<file path="src/rtl/uart_tx_fifo.sv">
// Console byte sink: buffers incoming characters in a circular FIFO and
// shifts them out as 8N1 UART frames on tx, back-to-back while data remains.
module uart_tx_fifo #(
  parameter int IN_W         = 11,
  parameter int DEPTH        = 16,
  parameter int CLKS_PER_BIT = 868
) (
  input  logic                     clk,
  input  logic                     resetn,
  input  logic [IN_W-1:0]          in_byte,
  input  logic                     in_byte_en,
  output logic                     tx,
  output logic                     busy,
  output logic                     full,
  output logic [$clog2(DEPTH):0]   fifo_count,
  output logic                     overflow
);

  localparam int AW = $clog2(DEPTH);
  localparam int CW = AW + 1;
  localparam int BW = $clog2(CLKS_PER_BIT);

  typedef enum logic [1:0] {IDLE, START, DATA, STOP} state_t;

  state_t          state;
  logic [7:0]      mem [DEPTH];
  logic [AW-1:0]   wr_ptr;
  logic [AW-1:0]   rd_ptr;
  logic [7:0]      shift;
  logic [2:0]      bit_idx;
  logic [BW-1:0]   baud_cnt;
  logic [CW-1:0]   next_count;
  logic            baud_last;
  logic            not_empty;
  logic            push;
  logic            pop;
  logic            next_idle;
  logic            unused_upper;

  assign unused_upper = ^in_byte[IN_W-1:8];

  assign full      = (fifo_count == CW'(DEPTH));
  assign not_empty = (fifo_count != '0);
  assign baud_last = (baud_cnt == BW'(CLKS_PER_BIT - 1));
  assign push      = in_byte_en && !full;
  assign pop       = not_empty && ((state == IDLE) || (state == STOP && baud_last));
  // The FSM only rests in IDLE when nothing is queued at the point it would leave STOP/IDLE.
  assign next_idle = !not_empty && ((state == IDLE) || (state == STOP && baud_last));

  always_comb begin
    next_count = fifo_count;
    case ({push, pop})
      2'b10:   next_count = fifo_count + 1'b1;
      2'b01:   next_count = fifo_count - 1'b1;
      default: next_count = fifo_count;
    endcase
  end

  always_ff @(posedge clk) begin
    if (push) mem[wr_ptr] <= in_byte[7:0];
  end

  always_ff @(posedge clk) begin
    if (!resetn) begin
      wr_ptr     <= '0;
      rd_ptr     <= '0;
      fifo_count <= '0;
      overflow   <= 1'b0;
      busy       <= 1'b0;
    end else begin
      if (push) wr_ptr <= wr_ptr + 1'b1;
      if (pop)  rd_ptr <= rd_ptr + 1'b1;
      fifo_count <= next_count;
      if (in_byte_en && full) overflow <= 1'b1;
      busy <= !next_idle || (next_count != '0);
    end
  end

  // Shift register is consumed LSB first; tx is always loaded one bit ahead.
  always_ff @(posedge clk) begin
    if (!resetn) begin
      state    <= IDLE;
      tx       <= 1'b1;
      shift    <= '0;
      bit_idx  <= '0;
      baud_cnt <= '0;
    end else begin
      case (state)
        IDLE: begin
          tx <= 1'b1;
          if (not_empty) begin
            shift    <= mem[rd_ptr];
            tx       <= 1'b0;
            baud_cnt <= '0;
            state    <= START;
          end
        end
        START: begin
          if (baud_last) begin
            baud_cnt <= '0;
            tx       <= shift[0];
            bit_idx  <= '0;
            state    <= DATA;
          end else begin
            baud_cnt <= baud_cnt + 1'b1;
          end
        end
        DATA: begin
          if (baud_last) begin
            baud_cnt <= '0;
            if (bit_idx == 3'd7) begin
              tx    <= 1'b1;
              state <= STOP;
            end else begin
              bit_idx <= bit_idx + 1'b1;
              shift   <= {1'b0, shift[7:1]};
              tx      <= shift[1];
            end
          end else begin
            baud_cnt <= baud_cnt + 1'b1;
          end
        end
        STOP: begin
          if (baud_last) begin
            baud_cnt <= '0;
            if (not_empty) begin
              shift <= mem[rd_ptr];
              tx    <= 1'b0;
              state <= START;
            end else begin
              state <= IDLE;
            end
          end else begin
            baud_cnt <= baud_cnt + 1'b1;
          end
        end
        default: begin
          state <= IDLE;
          tx    <= 1'b1;
        end
      endcase
    end
  end

endmodule

</file>
<file path="config.mk">
export PLATFORM = sky130hd
export DESIGN_NAME = uart_tx_fifo
export DESIGN_NICKNAME = d
export VERILOG_FILES = /design/src/rtl/uart_tx_fifo.sv
export SDC_FILE = /design/constraint.sdc
export NUM_CORES = 1
export LEC_CHECK = 0
export BUFFER_PORTS_ARGS = -buffer_cell sky130_fd_sc_hd__buf_2
export CORE_MARGIN = 3
export CORE_UTILIZATION = 60
export CTS_BUF_LIST = sky130_fd_sc_hd__clkbuf_2
export DETAILED_ROUTE_END_ITERATION = 8
export HOLD_SLACK_MARGIN = 0.02
export PLACE_DENSITY = 0.8
export SYNTH_ARGS = -nofsm -noshare
export SYNTH_HDL_FRONTEND = slang
export SYNTH_SLANG_ARGS = --single-unit
</file>
<file path="constraint.sdc">
create_clock -name clk -period 3.25 [get_ports clk]
set_input_delay 0.65 -clock clk [delete_from_list [all_inputs] [get_ports clk]]
set_output_delay 0.65 -clock clk [all_outputs]
set_load 0.02 [all_outputs]
</file>
; ---- After elaboration in Yosys (flattened, before gate mapping)
; Memories as Yosys holds them, arrays and structs flattened. A register that Yosys moved wholly into a read port is not among the register bits.
; Index checks and enable logic that the tools add are counted.
[totals]
out_inout_bits = 9
elab_cells = 83
input_bits = 14
ramBits = 128
regBits = 39
memories = 1
[op_classes]
reduce_logical = 20
n_eq_ne = 15
n_mux = 31
addsub = 6
[memory_table]
columns = memory, words, width, read_ports, rd_ports_with_merged_regs, wr, line
row1 = mem, 16, 8, 1, 1, 1, 26  ; logic [7:0] mem [DEPTH];
[ops]
columns = cell, count
row1 = $mux W8, 4
row2 = $pmux W8 S3, 1
row3 = $mux W10, 2
row4 = $pmux W10 S2, 1
row5 = $ne A2 B2 Y1 const B, 7
row6 = $reduce_and A4 Y1, 3
row7 = $add A10 B1 Y10 const B, 1
row8 = $eq A10 B10 Y1 const B, 1
row9 = $mux W2, 5
row10 = $pmux W5 S2, 1
row11 = $reduce_bool A5 Y1, 2
row12 = $mux W1, 9
row13 = $mux W3, 3
row14 = $add A4 B1 Y4 const B, 2
row15 = $mux W4, 2
row16 = $pmux W2 S4, 1
row17 = $eq A2 B2 Y1 const B, 3
row18 = $pmux W3 S2, 1
row19 = $add A5 B1 Y5 const B, 1
row20 = $eq A5 B5 Y1 const B, 1
row21 = $logic_and A1 B1 Y1, 5
row22 = $reduce_and A5 Y1, 1
row23 = $sub A5 B1 Y5 const B, 1
row24 = $eq A2 B1 Y1 const B, 2
row25 = other kinds (9), 12

; ---- Depth between registers and ports, before layout
; Gate-level depths: netlist of the first run.
[depth]
depth_word = 8
depth_mapped = 14
ltp_nobuf = 12

; ---- Worst setup path before layout of the first run
; OpenSTA, ideal clock, no wires.
[synth_path]
kind = register to register
startpoint = reg fifo_count[1]
endpoint = reg fifo_count[4]
stages_incl_launch_ff = 14
setup_time_ns = 0.128
period_less_slack_ns = 3.063
required_ns = 3.122
path_slack_ns = 0.187
path_buffers = 2
t_arrival_ns = 2.936
cell_sequence = dfxtp_1 buf_6 or4_4 nor2_8 nor2_1 ha_1 clkbuf_1 xor2_1 ha_1 or3b_2 a21oi_1 o21ai_0 xor2_1 nor2_1
[synth_via]
elab_chain_len = 5
elab_cells_between_ends = 10
cone_classes = add/sub: 2 / eq/ne: 3 / mux: 1 / reduce/logical: 4
[synth_lines]
columns = element, line
row1 = from (decl), 15  ; output logic [$clog2(DEPTH):0] fifo_count,
row2 = from (signal assigned), 73  ; fifo_count <= next_count;
row3 = $eq A5 B5 Y1, 42  ; assign full = (fifo_count == CW'(DEPTH));
row4 = $logic_not A1 Y1, 45  ; assign push = in_byte_en && !full;
row5 = $logic_and A1 B1 Y1, 45
row6 = $eq A2 B1 Y1 / $eq A2 B2 Y1 (equally long branches), 52  ; case ({push, pop})
row7 = $pmux W5 S2 *, 52
; Mark *: on every way between the ends. The rest lies on a longest branch, timed or not.
; A chain may end at the register's enable or synchronous reset.

; ---- Final worst setup path of the first run
[layout_path]
startpoint = reg baud_cnt[0]
endpoint = reg fifo_count[4]
[layout_via]
elab_chain_len = 6
elab_cells_between_ends = 7
cone_classes = eq/ne: 3 / mux: 1 / reduce/logical: 3
[layout_lines]
columns = element, line
row1 = from (decl), 31  ; logic [BW-1:0] baud_cnt;
row2 = from (signal assigned), 105  ; baud_cnt <= baud_cnt + 1'b1;
row3 = from (signal assigned), 120  ; baud_cnt <= baud_cnt + 1'b1;
row4 = from (signal assigned), 134  ; baud_cnt <= baud_cnt + 1'b1;
row5 = $eq A10 B10 Y1 *, 44  ; assign baud_last = (baud_cnt == BW'(CLKS_PER_BIT - 1));
row6 = $logic_and A1 B1 Y1 *, 46  ; assign pop = not_empty && ((state == IDLE) || (state == STOP && baud_last));
row7 = $logic_or A1 B1 Y1 *, 46
row8 = $logic_and A1 B1 Y1 *, 46
row9 = $eq A2 B1 Y1 / $eq A2 B2 Y1 (equally long branches), 52
row10 = $pmux W5 S2 *, 52
; Marked as above.

==> impl_metrics.json, run 1 <==
{
  "synth_area_leader_cell": "edfxtp_1",
  "clk_path_buf_depth": 2,
  "arrival_ns": 3.66,
  "synthSimpleGateAreaFrac_pct": 8.21,
  "drive_above_1_share_pct": 20.1,
  "post-route-util_pct": 67.4,
  "synth.net_count": 511,
  "critPathMostFrequentCell": "ha_1",
  "max_stage_delay_ns": 0.45,
  "synth_top_area_share_pct": 53.1,
  "leakagePower_nw": 2.74,
  "core-area_um2": 11600,
  "place.gp.congestion": 0.825,
  "first_pass_iters": 5,
  "synth_fa_ha_area_share_pct": 2.77,
  "yosysMostFrequentCell": "edfxtp_1",
  "cts_tree": "built",
  "min_period_over_period_pct": 92.3,
  "synth-edff-count": 128,
  "p_per_area_nw_per_um2": 705,
  "fmax_mhz": 333,
  "die_h_um": 116,
  "n_antenna_cell": 0,
  "finalSetupTns_ns": 0,
  "clk_latency_ns": 0.71,
  "slowest_stage": "or3b_2",
  "crit_path_end_kind": "flop",
  "worstSetupPathType": "flop to flop",
  "path_clk_slew_ns": 0.24,
  "hold_buffers": 0,
  "irDropWorstVdd_mv": 0.428,
  "grt_start_max_net_pins": 35,
  "grt_pass1_wl_um": 22200,
  "synth_top_family_by_area": "multiplexers",
  "critPathBufInv": 0,
  "synth_cells": 481,
  "finalNetCount": 549,
  "cts_sinks": 171,
  "antenna_left": 0,
  "synth_ff_type": "edfxtp_1",
  "num_rows": 39,
  "ios": 23,
  "crit_required_ns": 3.92,
  "synth.area.mux_share_pct": 11.6,
  "synthXorXnorAreaFrac_pct": 1.21,
  "path_max_fanout": 5,
  "setup_viol_count_final": 0,
  "cp_top_family": "simple AND/OR/NAND/NOR gates",
  "port_buffers": 19,
  "synthToLayoutAreaGrowth_pct": 8.20,
  "dieWidth_um": 116,
  "wl_per_cell_um": 20.6,
  "synth_commonest_cells": "128 x edfxtp_1, 43 x dfxtp_1, 40 x nor2_1",
  "fin_crit_ns": 3.00,
  "crit_path_start_kind": "flop",
  "finalHoldViolations": 0,
  "synth_area_leaders": "edfxtp_1 53%, dfxtp_1 12%, mux4_1 5.1%, mux4_2 5.0%, ha_1 2.8%",
  "outcome": "finished, final reports clean",
  "tightest_slew_ns": 0.687,
  "drtIter0Drc": 586,
  "synth_area_um2": 7240,
  "drcViolationCount": 0,
  "ctsHtreeMaxLevel": 4,
  "async_flop_share_pct": 0,
  "grt_overflow_total": 0,
  "die_area_um2": 13400,
  "path_cells": "ha_1, and4b_2, a41oi_1, nor2_1, ha_1, xor2_1, ha_1, or3b_2, a21oi_1, o21ai_0, xor2_1, nor2_1",
  "clock-root-buffer": "clkbuf_2",
  "yosysWarningCount": 0,
  "track_usage_pct": 22.6,
  "ys_types": 62,
  "cts_resized": 0,
  "vias": 4246,
  "ys_seq_elements": 171,
  "fin_worst_skew_ns": 0.0230,
  "maxCapViolations": 0,
  "synth_compound_area_share_pct": 8.52,
  "antenna_found_initial": 0,
  "dpl.hpwl_um": 9050,
  "avgSynthCellArea_um2": 15.0,
  "total_power_w": 0.00552,
  "rsz0062_at_grt": "false",
  "post_cts_buffers": 0,
  "hold_path.class": "primary input to flop",
  "initial_core_util_pct": 62.3,
  "vias_per_cell": 6.29,
  "totalWireLength_um": 13900,
  "worst_hold_slack_ns": 0.166,
  "drv_slew": 0,
  "max-slew-margin-rel_pct": 54.1,
  "cts_buffers": 17,
  "ys_seq_area_share_pct": 65.0,
  "grt_pass1_vias": 4183
}
==> final timing paths <==
path	startpoint	to	slack, ns	depth (start not counted)
setup / recovery	baud_cnt[0]	fifo_count[4]	0.25	12
hold reg to reg	shift[1]	shift[0]	0.48	2
hold / removal	in_byte_en	overflow	0.17	3
setup reg to reg	baud_cnt[0]	fifo_count[4]	0.25	12
==> layout by cell type (no fill, tap or decap), types with 6 or more instances in the layout <==
cell	instances
clkbuf_2	17
buf_2	19
mux4_2	16
nor2_1	40
edfxtp_1	128
a22oi_1	13
mux4_1	14
buf_4	25
inv_1	8
ha_1	16
a21oi_1	34
nand2_1	20
o21ai_0	15
dfxtp_1	42
mux2i_1	9
nor3_1	11
xor2_1	6
==> final cells by class <==
| type | count | area, um2 |
|---|---|---|
| fillers | 790 | 3780 |
| repair buffers | 45 | 303 |
| well taps | 143 | 179 |
| clock buffers | 17 | 85.1 |
| inverters | 9 | 33.8 |
| flip-flops and latches | 171 | 4710 |
| multi-input cells | 275 | 2340 |
| clock inverters | 15 | 184 |
==> worst register-to-register path, stage by stage (launching register included) <==
cell     delay, ns
dfxtp_1       0.39
ha_1          0.25
and4b_2       0.27
a41oi_1       0.40
nor2_1        0.11
ha_1          0.22
xor2_1        0.14
ha_1          0.23
or3b_2        0.45
a21oi_1       0.14
o21ai_0       0.11
xor2_1        0.16
nor2_1        0.09
==> routing by layer <==
layer / vias up / routed length, um / global-route usage [%]
met4: 0 / 367 / 9.05
li1: 1955 / - / -
met3: 34 / 963 / 5.01
met5: - / 0 / 0
met1: 2088 / 5650 / 30.1
met2: 169 / 6960 / 36.7
==> flip-flops by register name, indices dropped and copies added, names as in the netlist, named ones only <==
register and flops:
overflow 1, baud_cnt 10, shift 8, mem 128
rd_ptr 4, wr_ptr 4, state 2, fifo_count 5
busy 1, bit_idx 3, tx 1
==> metrics by stage <==
step,instances,area [um2],worst slack [ns]
4_1_cts,675,7830,0.237
6_report,675,7830,0.251
3_5_place_dp,643,7560,0.275
3_3_place_gp,643,7560,0.315
2_1_floorplan,481,7240,0.187
5_1_grt,675,7830,0.0704
==> where the power goes <==
part | internal [W] | switching [W]
combinational | 0.000744 | 0.000971
clock | 0.000449 | 0.000753
sequential | 0.00250 | 0.000105
total | 0.00369 | 0.00183
==> kinds of logic after synthesis <==
kind of cell    count (synthesis)
simple gates                  113
buf+inv                        35
compound gates                 95
flops                         171
fa+ha+maj                      16
mux                            41
xor+xnor                       10
(Power assumes the default switching activity.)
==> run 2, diff against run 1 <==
--- a/config.mk
+++ b/config.mk
@@ -6,10 +6,10 @@
 export NUM_CORES = 1
 export LEC_CHECK = 0
 export BUFFER_PORTS_ARGS = -buffer_cell sky130_fd_sc_hd__buf_2
-export CORE_MARGIN = 3
 export CORE_UTILIZATION = 60
 export CTS_BUF_LIST = sky130_fd_sc_hd__clkbuf_2
 export DETAILED_ROUTE_END_ITERATION = 8
+export GPL_TIMING_DRIVEN = 0
 export HOLD_SLACK_MARGIN = 0.02
 export PLACE_DENSITY = 0.8
 export SYNTH_ARGS = -nofsm -noshare
==> impl_metrics.json, run 2 (synthesized netlist as in run 1, its figures left out) <==
{
  "outcome": "finished, final reports clean",
  "crit_path_start_kind": "flop",
  "synthToLayoutAreaGrowth_pct": 7.85,
  "top_register": "mem",
  "fin_crit_ns": 3.01,
  "crit_path_end_kind": "flop",
  "vias": 4147,
  "slowest_stage": "dfxtp_1",
  "max-slew-margin-rel_pct": 9.94,
  "drtIter0Drc": 481,
  "port_buffers": 19,
  "multiInputGateArea_um2": 2370,
  "grt_pass1_vias": 4058,
  "drcViolationCount": 0,
  "first_pass_iters": 4,
  "worstSetupPathType": "flop to flop",
  "ios": 23,
  "grt_overflow_total": 0,
  "core-area_um2": 11600,
  "post-route-util_pct": 67.5,
  "ctsHtreeMaxLevel": 4,
  "cts_tree": "built",
  "ff2ff_setup_slack_ns": 0.24,
  "rsz0062_at_grt": "false",
  "dieWidth_um": 112,
  "drv_slew": 0,
  "setup_viol_count_final": 0,
  "path_clk_slew_ns": 0.24,
  "stdcell_count": 674,
  "largest_register_ffs": 128,
  "dpl.hpwl_um": 9600,
  "min_period_over_period_pct": 92.5,
  "p_per_area_nw_per_um2": 716,
  "place.gp.congestion": 0.834,
  "irDropWorstVdd_mv": 0.652,
  "grt_start_max_net_pins": 17,
  "hold_path.class": "primary input to flop",
  "clk_path_buf_depth": 2,
  "leakagePower_nw": 2.69,
  "layout_commonest_cell": "edfxtp_1",
  "n_antenna_cell": 0,
  "path_max_fanout": 10,
  "cts_buffers": 17,
  "antenna_found_initial": 0,
  "crit_required_ns": 3.93,
  "hold_buffers": 0,
  "top_regs": "mem: 128 flops, baud_cnt: 10 flops, shift: 8 flops",
  "worst_hold_slack_ns": 0.146,
  "finalSetupTns_ns": 0,
  "initial_core_util_pct": 62.6,
  "num_rows": 39,
  "clock-root-buffer": "clkbuf_2",
  "vias_per_cell": 6.15,
  "fin_worst_skew_ns": 0.0214,
  "die_h_um": 112,
  "fmax_mhz": 333,
  "tightest_slew_ns": 1.34,
  "die_area_um2": 12500,
  "mostFrequentLayoutCells": "128 x edfxtp_1, 43 x dfxtp_1, 39 x nor2_1",
  "maxCapViolations": 0,
  "placed_cells": 643,
  "track_usage_pct": 23.5,
  "drive_above_1_share_pct": 18.8,
  "arrival_ns": 3.69,
  "path_cells": "inv_1, ha_1, buf_2, a41oi_2, nor2_2, ha_4, xor2_1, ha_1, or3b_2, a21oi_1, o21ai_0, xor2_1, nor2_1",
  "total_power_w": 0.00559,
  "fillers": 767,
  "totalWireLength_um": 13700,
  "cts_sinks": 171,
  "seq_area_um2": 4700,
  "grt_pass1_wl_um": 21500,
  "finalNetCount": 548,
  "clk_latency_ns": 0.71,
  "finalHoldViolations": 0,
  "antenna_left": 0,
  "wl_per_cell_um": 20.3,
  "max_stage_delay_ns": 0.49
}
==> run 2: changes by cell type in the layout (fill, tap and decap cells not counted), moves of 2 or more <==
cell      change
buf_4        -24
buf_2         +8
clkbuf_1      +8
buf_6         +4
buf_1         +2
==> run 2: worst paths after layout <==
| kind | end | from | cells after the start |
|---|---|---|---|
| worst min register to register | shift[0] | shift[1] | 2 |
| worst min-delay path | overflow | in_byte_en | 3 |
| worst max-delay path | fifo_count[4] | state[0] | 13 |
| worst max register to register | fifo_count[4] | state[0] | 13 |
==> run 2: critical path: cells and delay by family, from the launching register on <==
family                   cells  cell delay (ns)
adder cells (fa/ha/maj)      3             0.64
AO/OA/AOI/OAI                3             0.56
AND/OR/NAND/NOR              3             0.67
flip-flops                   1             0.49
buffers and inverters        2             0.31
XOR/XNOR                     2             0.30
==> run 2: repair_timing <==
item                                    in CTS  in global routing
buffers inserted                             0                  0
resized for setup                            1                  3
endpoints found under the setup margin       1                  1
pin swaps                                    0                  0
==> run 2: through the flow <==
stage	instance area, um2	setup WS [ns]
final	7800	0.243
after global placement	7510	-0.0690
after global routing	7800	0.0762
after detailed placement	7510	-0.118
after floorplan	7240	0.187
after CTS	7780	0.0715
==> run 2: area by class of cell <==
| class | count | area share [%] |
|---|---|---|
| clock buffers | 17 | 1.09 |
| plain buffers | 25 | 1.99 |
| inverters | 9 | 0.433 |
| multi-input cells | 275 | 30.3 |
| well taps | 143 | 2.29 |
| clock inverters | 15 | 2.37 |
| repair buffers | 19 | 1.22 |
| flip-flops and latches | 171 | 60.3 |
==> run 2: power by group <==
group          internal (W)  total (W)  switching [W]
clock              0.000447    0.00120       0.000758
sequential          0.00250    0.00259      0.0000936
combinational      0.000768    0.00179        0.00102
==> run 2: layer usage <==
| metal | vias to the layer above | track usage [%] | part of all wire [%] |
|---|---|---|---|
| met5 | - | 0 | 0 |
| li1 | 1958 | - | - |
| met1 | 2032 | 29.3 | 41 |
| met2 | 143 | 40.7 | 52 |
| met4 | 0 | 7.57 | 1.2 |
| met3 | 14 | 5.72 | 5.4 |
